`config.mk`:
```
export PLATFORM = sky130hd
export DESIGN_NAME = xgemac_wb_stat_int
export DESIGN_NICKNAME = d
export VERILOG_FILES = /design/src/rtl/xgemac_wb_stat_int.sv
export SDC_FILE = /design/constraint.sdc
export NUM_CORES = 1
export LEC_CHECK = 0
export CAP_MARGIN = 0
export CELL_PAD_IN_SITES_DETAIL_PLACEMENT = 1
export CELL_PAD_IN_SITES_GLOBAL_PLACEMENT = 1
export CORE_MARGIN = 2
export CORE_UTILIZATION = 42
export CTS_BUF_LIST = sky130_fd_sc_hd__clkbuf_16
export DETAILED_ROUTE_END_ITERATION = 16
export PLACE_DENSITY_LB_ADDON = 0.05
export REMOVE_ABC_BUFFERS = 1
export SYNTH_ARGS = -nofsm -noshare
export SYNTH_HDL_FRONTEND = slang
export SYNTH_SLANG_ARGS = --single-unit
```
`constraint.sdc`:
```
create_clock -name wb_clk_i -period 2.56 [get_ports wb_clk_i]
set_input_delay 0.64 -clock wb_clk_i [delete_from_list [all_inputs] [get_ports wb_clk_i]]
set_output_delay 0.64 -clock wb_clk_i [all_outputs]
set_load 0.02 [all_outputs]
```
`src/rtl/xgemac_wb_stat_int.sv`:
```
// Wishbone management slave for the XGE MAC: CONFIG, interrupt pending/status/mask
// and saturating packet statistics counters behind a single-cycle ack handshake.
module xgemac_wb_stat_int #(
   parameter int N_INT   = 8,
   parameter int CNT_W   = 32,
   parameter bit CFG_RST = 1'b1
) (
   input  logic             wb_clk_i,
   input  logic             wb_rst_i,
   input  logic [7:0]       wb_adr_i,
   input  logic             wb_cyc_i,
   input  logic             wb_stb_i,
   input  logic             wb_we_i,
   input  logic [31:0]      wb_dat_i,
   output logic [31:0]      wb_dat_o,
   output logic             wb_ack_o,
   output logic             wb_int_o,
   input  logic [N_INT-1:0] int_evt_i,
   input  logic             tx_pkt_i,
   input  logic             rx_pkt_i,
   input  logic             rx_err_i,
   output logic             tx_enable_o
);

   localparam logic [5:0] ADR_CONFIG  = 6'h00;
   localparam logic [5:0] ADR_PENDING = 6'h02;
   localparam logic [5:0] ADR_STATUS  = 6'h03;
   localparam logic [5:0] ADR_MASK    = 6'h04;
   localparam logic [5:0] ADR_TXCNT   = 6'h08;
   localparam logic [5:0] ADR_RXCNT   = 6'h09;
   localparam logic [5:0] ADR_ERRCNT  = 6'h0A;

   logic             r_ack;
   logic [31:0]      r_datO;
   logic             r_int;
   logic             r_txEnable;
   logic [N_INT-1:0] r_pending;
   logic [N_INT-1:0] r_intStatus;
   logic [N_INT-1:0] r_intMask;
   logic [CNT_W-1:0] r_txPktCnt;
   logic [CNT_W-1:0] r_rxPktCnt;
   logic [CNT_W-1:0] r_rxErrCnt;

   logic             w_access;
   logic             w_wr;
   logic             w_rd;
   logic [5:0]       w_wordAdr;
   logic [31:0]      w_rdData;
   logic [N_INT-1:0] w_pendClr;
   logic             w_unused;

   // Side effects are committed on the edge that raises ack, so the read data and
   // the clear see the same pending snapshot and no event can slip between them.
   assign w_access  = wb_cyc_i & wb_stb_i & ~r_ack;
   assign w_wr      = w_access & wb_we_i;
   assign w_rd      = w_access & ~wb_we_i;
   assign w_wordAdr = wb_adr_i[7:2];
   assign w_pendClr = {N_INT{w_rd && (w_wordAdr == ADR_PENDING)}};
   assign w_unused  = &{1'b0, wb_dat_i, wb_adr_i[1:0]};

   assign wb_ack_o    = r_ack;
   assign wb_dat_o    = r_datO;
   assign wb_int_o    = r_int;
   assign tx_enable_o = r_txEnable;

   function automatic logic [CNT_W-1:0] nextCnt(input logic [CNT_W-1:0] cnt,
                                                input logic clr, input logic pulse);
      if (clr)
         return CNT_W'(pulse);
      else if (&cnt)
         return cnt;
      else
         return cnt + CNT_W'(pulse);
   endfunction

   always_comb begin
      w_rdData = '0;
      case (w_wordAdr)
         ADR_CONFIG:  w_rdData[0]         = r_txEnable;
         ADR_PENDING: w_rdData[N_INT-1:0] = r_pending;
         ADR_STATUS:  w_rdData[N_INT-1:0] = r_intStatus;
         ADR_MASK:    w_rdData[N_INT-1:0] = r_intMask;
         ADR_TXCNT:   w_rdData[CNT_W-1:0] = r_txPktCnt;
         ADR_RXCNT:   w_rdData[CNT_W-1:0] = r_rxPktCnt;
         ADR_ERRCNT:  w_rdData[CNT_W-1:0] = r_rxErrCnt;
         default:     w_rdData            = '0;
      endcase
   end

   always_ff @(posedge wb_clk_i) begin
      if (wb_rst_i) begin
         r_ack       <= 1'b0;
         r_datO      <= '0;
         r_int       <= 1'b0;
         r_txEnable  <= CFG_RST;
         r_pending   <= '0;
         r_intStatus <= '0;
         r_intMask   <= '0;
         r_txPktCnt  <= '0;
         r_rxPktCnt  <= '0;
         r_rxErrCnt  <= '0;
      end else begin
         r_ack       <= w_access;
         r_datO      <= w_rd ? w_rdData : '0;
         r_pending   <= (r_pending & ~w_pendClr) | int_evt_i;
         r_intStatus <= int_evt_i;
         r_int       <= |(r_pending & r_intMask);
         if (w_wr && (w_wordAdr == ADR_CONFIG))
            r_txEnable <= wb_dat_i[0];
         if (w_wr && (w_wordAdr == ADR_MASK))
            r_intMask <= wb_dat_i[N_INT-1:0];
         r_txPktCnt <= nextCnt(r_txPktCnt, w_wr && (w_wordAdr == ADR_TXCNT), tx_pkt_i);
         r_rxPktCnt <= nextCnt(r_rxPktCnt, w_wr && (w_wordAdr == ADR_RXCNT), rx_pkt_i);
         r_rxErrCnt <= nextCnt(r_rxErrCnt, w_wr && (w_wordAdr == ADR_ERRCNT), rx_err_i);
      end
   end

endmodule

```
* Word-level counts from Yosys, hierarchy flattened
Index checks and enable logic that the tools add are counted.
** Storage, ports and cells
- Register bits :: 155
- Bits of input ports :: 56
- Output and inout port bits :: 35
- Logic and storage cells :: 60
** Cells by class
- $add $sub $neg :: 3
- Equality and inequality tests :: 9
- Multiplexer cells :: 9
- Bitwise gates (word level) :: 11
- Reduce and logical (&&, ||, !) cells :: 15
** Operator list (count)
- adder 32 x 1 -> 32 bit :: 3
- AND reduction 32 bit :: 3
- case mux 24 bit (3 select lines) :: 1
- case mux 7 bit (6 select lines) :: 1
- equality test 6 x 4 -> 1 bit, second input constant :: 3
- bitwise AND 8 bit :: 2
- equality test 6 x 2 -> 1 bit, second input constant :: 2
- NOT 8 bit :: 1
- OR 8 bit :: 1
- OR reduction 2 bit :: 4
- OR reduction 8 bit :: 1
- case mux 1 bit (7 select lines) :: 1
- equality test 6 x 3 -> 1 bit, second input constant :: 1
- logical AND 1 bit :: 6
- zero test 6 bit :: 1
- 2-to-1 mux 1 bit :: 6
- inequality test 2 bit, second input constant :: 3
- bitwise AND 1 bit :: 4
- NOT 1 bit :: 3

* Logic depth before layout (Yosys ltp)
- Depth after elaboration :: 7
- Gate-level depth with buffers :: 8
- Depth with buffers taken out :: 7

* Worst setup path before layout
OpenSTA, ideal clock, no wires.
- Path type :: in2reg
- Start point :: input rx_pkt_i
- End point :: register r_rxPktCnt[28]
- Library setup time :: 0.060 ns
- Arrival :: 2.225 ns
- Data required time :: 2.500 ns
- Path slack :: 0.276 ns
- Stages :: 7
- Path buffers :: 0
- Cell sequence :: ha_1 -> ha_1 -> nand3_1 -> nor3_1 -> o211ai_2 -> or4_1 -> nand2_1
** Between the ends
- Word-level cells in the longest chain between the ends :: 1
** RTL lines
- start, declared :: RTL line 20 : input logic rx_pkt_i,
- adder 32 x 1 -> 32 bit :: RTL line 73 : return cnt + CNT_W'(pulse);
- end signal, assigned :: RTL line 113 : r_rxPktCnt <= nextCnt(r_rxPktCnt, w_wr && (w_wordAdr == ADR_RXCNT), rx_pkt_i);
- end, declared :: RTL line 41 : logic [CNT_W-1:0] r_rxPktCnt;
No other way between the ends.
A chain may end at the register's enable or synchronous reset.

* Final worst setup path
- Start point :: input rx_pkt_i
- End point :: register r_rxPktCnt[26]
Same word-level chain as after synthesis.

==> metrics.md <==
| Metric | Value |
|---|---|
| Die height | `136 microns` |
| Crit. path cell count | `8` |
| Die width | `approximately 140 microns` |
| Dpl ws | `-0.276 ns` |
| Maximum clock path buffer count | `2` |
| Vias per cell | `6.06` |
| Avg WL per Cell | `20.1 microns` |
| RSZ-0062 raised after global routing | `no` |
| WP buf/inv | `1` |
| Hpwl dp | `18,400 microns` |
| Hold Crit Depth | `1` |
| Final Util | `53.6%` |
| Filler cells | `2,030` |
| FF-to-FF path depth | `6` |
| Most frequent cells in the layout | `dfxtp_1, a21oi_1, buf_4` |
| Synth async-reset ratio | `0%` |
| VDD IR max | `483 uV` |
| Sw Pwr | `between 1 and 1.5 mW` |
| Leakage power | `3.11 nW` |
| Number of remaining DRC errors | `0` |
| Setup_tns | `0 ns` |
| Crit path cell chain | `clkdlybuf4s50_1 > ha_1 > ha_1 > nand3_1 > nor3_1 > o211ai_2 > or3_1 > a21oi_1` |
| Diode count | `0` |
| Detailed Routing Iterations Pass 1 | `6` |
| H-tree lvl count | `4` |
| Reg power frac | `47.1%` |
| Worst Tran Pin Value | `0.763 ns` |
| I/O Pins | `91` |
| Critical Path Max Stage Delay | `0.53 ns` |
| Worst setup EP type | `flip-flop` |
| Hold Slack | `0.496 ns` |
| HP Class | `reg2reg` |
| Clk pwr share | `48.4%` |
| Status | `finished clean` |
| R2r setup slk | `0.32 ns` |
| Switch share | `between 20% and 30%` |
| Synthesized area | `7360 sq um` |
| Placer Congestion | `~0.86` |
| Power per cell area | `about 570 nW/um^2` |
| Root Buffer | `clkbuf_16` |
| Global route overflow | `0` |
| Final Max Tran Viols | `0` |
| Vias post-DR | `7,346` |
| IO buf count | `64` |
| Final hold vios | `0` |
| Synth Instances | `approximately 860` |
| # hold bufs at CTS | `0` |
| Final setup viols | `0` |
| Post-Syn Area per Cell | `about 8.5 sq um` |
| Synthesis Warnings | `0` |
| Post-CTS Setup Bufs | `0` |
| Synth Flop Type | `dfxtp_1` |
| Largest net degree at the start of global routing | `38` |
| Setup ws final | `0.127 ns` |
| Hold_sp | `r_pending[2]` |
| Fmax | `just over 0.4 GHz` |
| Final std cells w/o fill | `between 1,000 and 1,500` |
| Placed instance count | `1,181` |
| Critical Path Fanout Max | `9` |
| Relative slew margins | `between 40% and 50%` |
| Layout net count | `1,037` |
| Period minus WS final | `2.43 ns` |
| Flops & latches, synth | `155` |
| Number of enable flip-flop cells after synthesis | `0` |
| Row count | `48` |
| Combinational fraction of design power | `under 10%` |
| Max Clock Skew | `0.0124 ns` |
| Initial Utilization | `a little over two fifths` |
| CP top delay family | `simple AND/OR/NAND/NOR gates` |
| CTS Buf Count | `17` |
| Total clock sinks | `155` |
| Setup CP Type | `in2reg` |
| Skew-Pair Late Insertion Delay | `between 0.4 and 0.5 ns` |
| Crit-path slowest cell | `clkdlybuf4s50_1` |
| R2r endpoint | `r_rxPktCnt[15]` |
| Share of layout cells above drive strength 1 | `13.1%` |
| Req. time, crit path | `2.93 ns` |
| Worst min-delay path endpoint | `r_pending[2]` |
| Routed wire length | `between 20,000 and 25,000 microns` |
| Initial antenna violation count | `0` |
| Gr usage total | `27.3%` |
| Sequential area share after synthesis | `42.2%` |
| Netlist cell types | `58` |
| Vias in the first global route | `about 7,400` |
| Die area | `18,600 sq um` |
| CORE AREA | `17,200 sq um` |
| Internal power | `4.07 mW` |
| Max Cap Violations | `0` |
| R2R Path Start | `r_rxPktCnt[28]` |
| Fin crit share | `95.1%` |
| Most numerous cell on the critical path | `ha_1` |
| Cts repair resizes | `0` |
| CTS tree | `done` |
| Post-route ant nets | `0` |
| Commonest non-fill, non-tap cell in the layout | `dfxtp_1` |
| Worst setup SP type | `input pin` |
| Clock Pin Slew Worst Setup and Hold Paths | `approximately 0.060 ns` |
| CP Data Arrival Time | `2.80 ns` |
| Synthesis-to-layout area growth | `25.6%` |
| First-pass GRT wire length | `38,900 microns` |
| First DRT Iteration DRCs | `468` |
## sequential cells by signal, indices dropped and copies added (netlist names)
register	count
r_intMask	8
r_pending	8
wb_ack_o	1
r_rxErrCnt	32
r_intStatus	8
tx_enable_o	1
wb_int_o	1
r_txPktCnt	32
wb_dat_o	32
r_rxPktCnt	32
## through the flow
stage | power [mW] | instance area, sq um
after floorplan | 2.60 | 7110
after global placement | 2.75 | 8660
after detailed placement | 2.76 | 8660
after CTS | 5.28 | 9240
after global routing | 5.40 | 9240
final | 5.25 | 9240
## cell usage after synthesis, types with 5 or more instances
| cell type | count | area, sq um |
|---|---|---|
| dfxtp_1 | 155 | 3100 |
| a21oi_1 | 88 | 440 |
| nor2_1 | 71 | 267 |
| nand2_1 | 61 | 229 |
| or3_1 | 60 | 375 |
| o21ai_0 | 50 | 250 |
| nand3_1 | 47 | 235 |
| nand4_1 | 31 | 194 |
| a22oi_1 | 25 | 188 |
| or4_1 | 21 | 158 |
| buf_2 | 19 | 95.1 |
| clkbuf_1 | 19 | 71.3 |
| and3_1 | 17 | 106 |
| mux2i_1 | 14 | 140 |
| a222oi_1 | 13 | 130 |
| a21o_1 | 11 | 82.6 |
| a31oi_1 | 11 | 68.8 |
| inv_1 | 10 | 37.5 |
| nor2b_1 | 10 | 62.6 |
| nor3_1 | 10 | 50.1 |
| and2_1 | 9 | 56.3 |
| and4_1 | 9 | 78.8 |
| o21ai_1 | 9 | 45.0 |
| o31ai_1 | 9 | 67.6 |
| o211ai_1 | 8 | 60.1 |
| a211oi_1 | 6 | 45.0 |
| ha_1 | 6 | 75.1 |
| xnor2_1 | 6 | 52.6 |
| nor4_1 | 5 | 31.3 |
| or2_2 | 5 | 31.3 |
## cell type report
class	count	area, sq um	share of cell area (%)
clock buffers	17	425	4.60
clock inverters	14	155	1.68
inverters	10	37.5	0.406
multi-input cells	650	3970	43.0
flip-flops and latches	155	3100	33.6
well taps	225	282	3.05
repair buffers	141	1270	13.7
## metal layers
layer / up-vias / track usage [%] / wire length (microns)
li1: 3488 / - / -
met4: 0 / 9.43 / 478
met2: 178 / 46.8 / 12100
met5: - / 0 / 0
met3: 39 / 4.59 / 1220
met1: 3641 / 34.5 / 10600
## cell families after synthesis
logic type | Yosys count | synth area share, %
simple gates | 372 | 28.1
compound gates | 248 | 21.7
flops | 155 | 42.2
buf+inv | 59 | 3.93
mux | 14 | 1.90
xor+xnor | 10 | 1.19
fa+ha+maj | 6 | 1.02
## how the worst max path moves through the flow
stage	startpoint	end	slack, ns
finish	rx_pkt_i	r_rxPktCnt[26]	0.13
global route	rx_pkt_i	r_rxPktCnt[28]	0.006
CTS	rx_pkt_i	r_rxPktCnt[26]	0.12
detailed placement	rx_pkt_i	r_rxPktCnt[26]	-0.28
global placement	wb_adr_i[2]	wb_dat_o[0]	-0.20
floorplan	wb_adr_i[7]	r_txPktCnt[15]	-0.74
## power by group through the flow
stage | sequential [mW] | clock [mW] | combinational [mW]
after floorplan | 2.51 | 0 | 0.0822
after global placement | 2.52 | 0 | 0.230
after detailed placement | 2.52 | 0 | 0.236
after CTS | 2.47 | 2.57 | 0.239
after global routing | 2.47 | 2.67 | 0.256
final | 2.47 | 2.54 | 0.238
(Power assumes the default switching activity.)
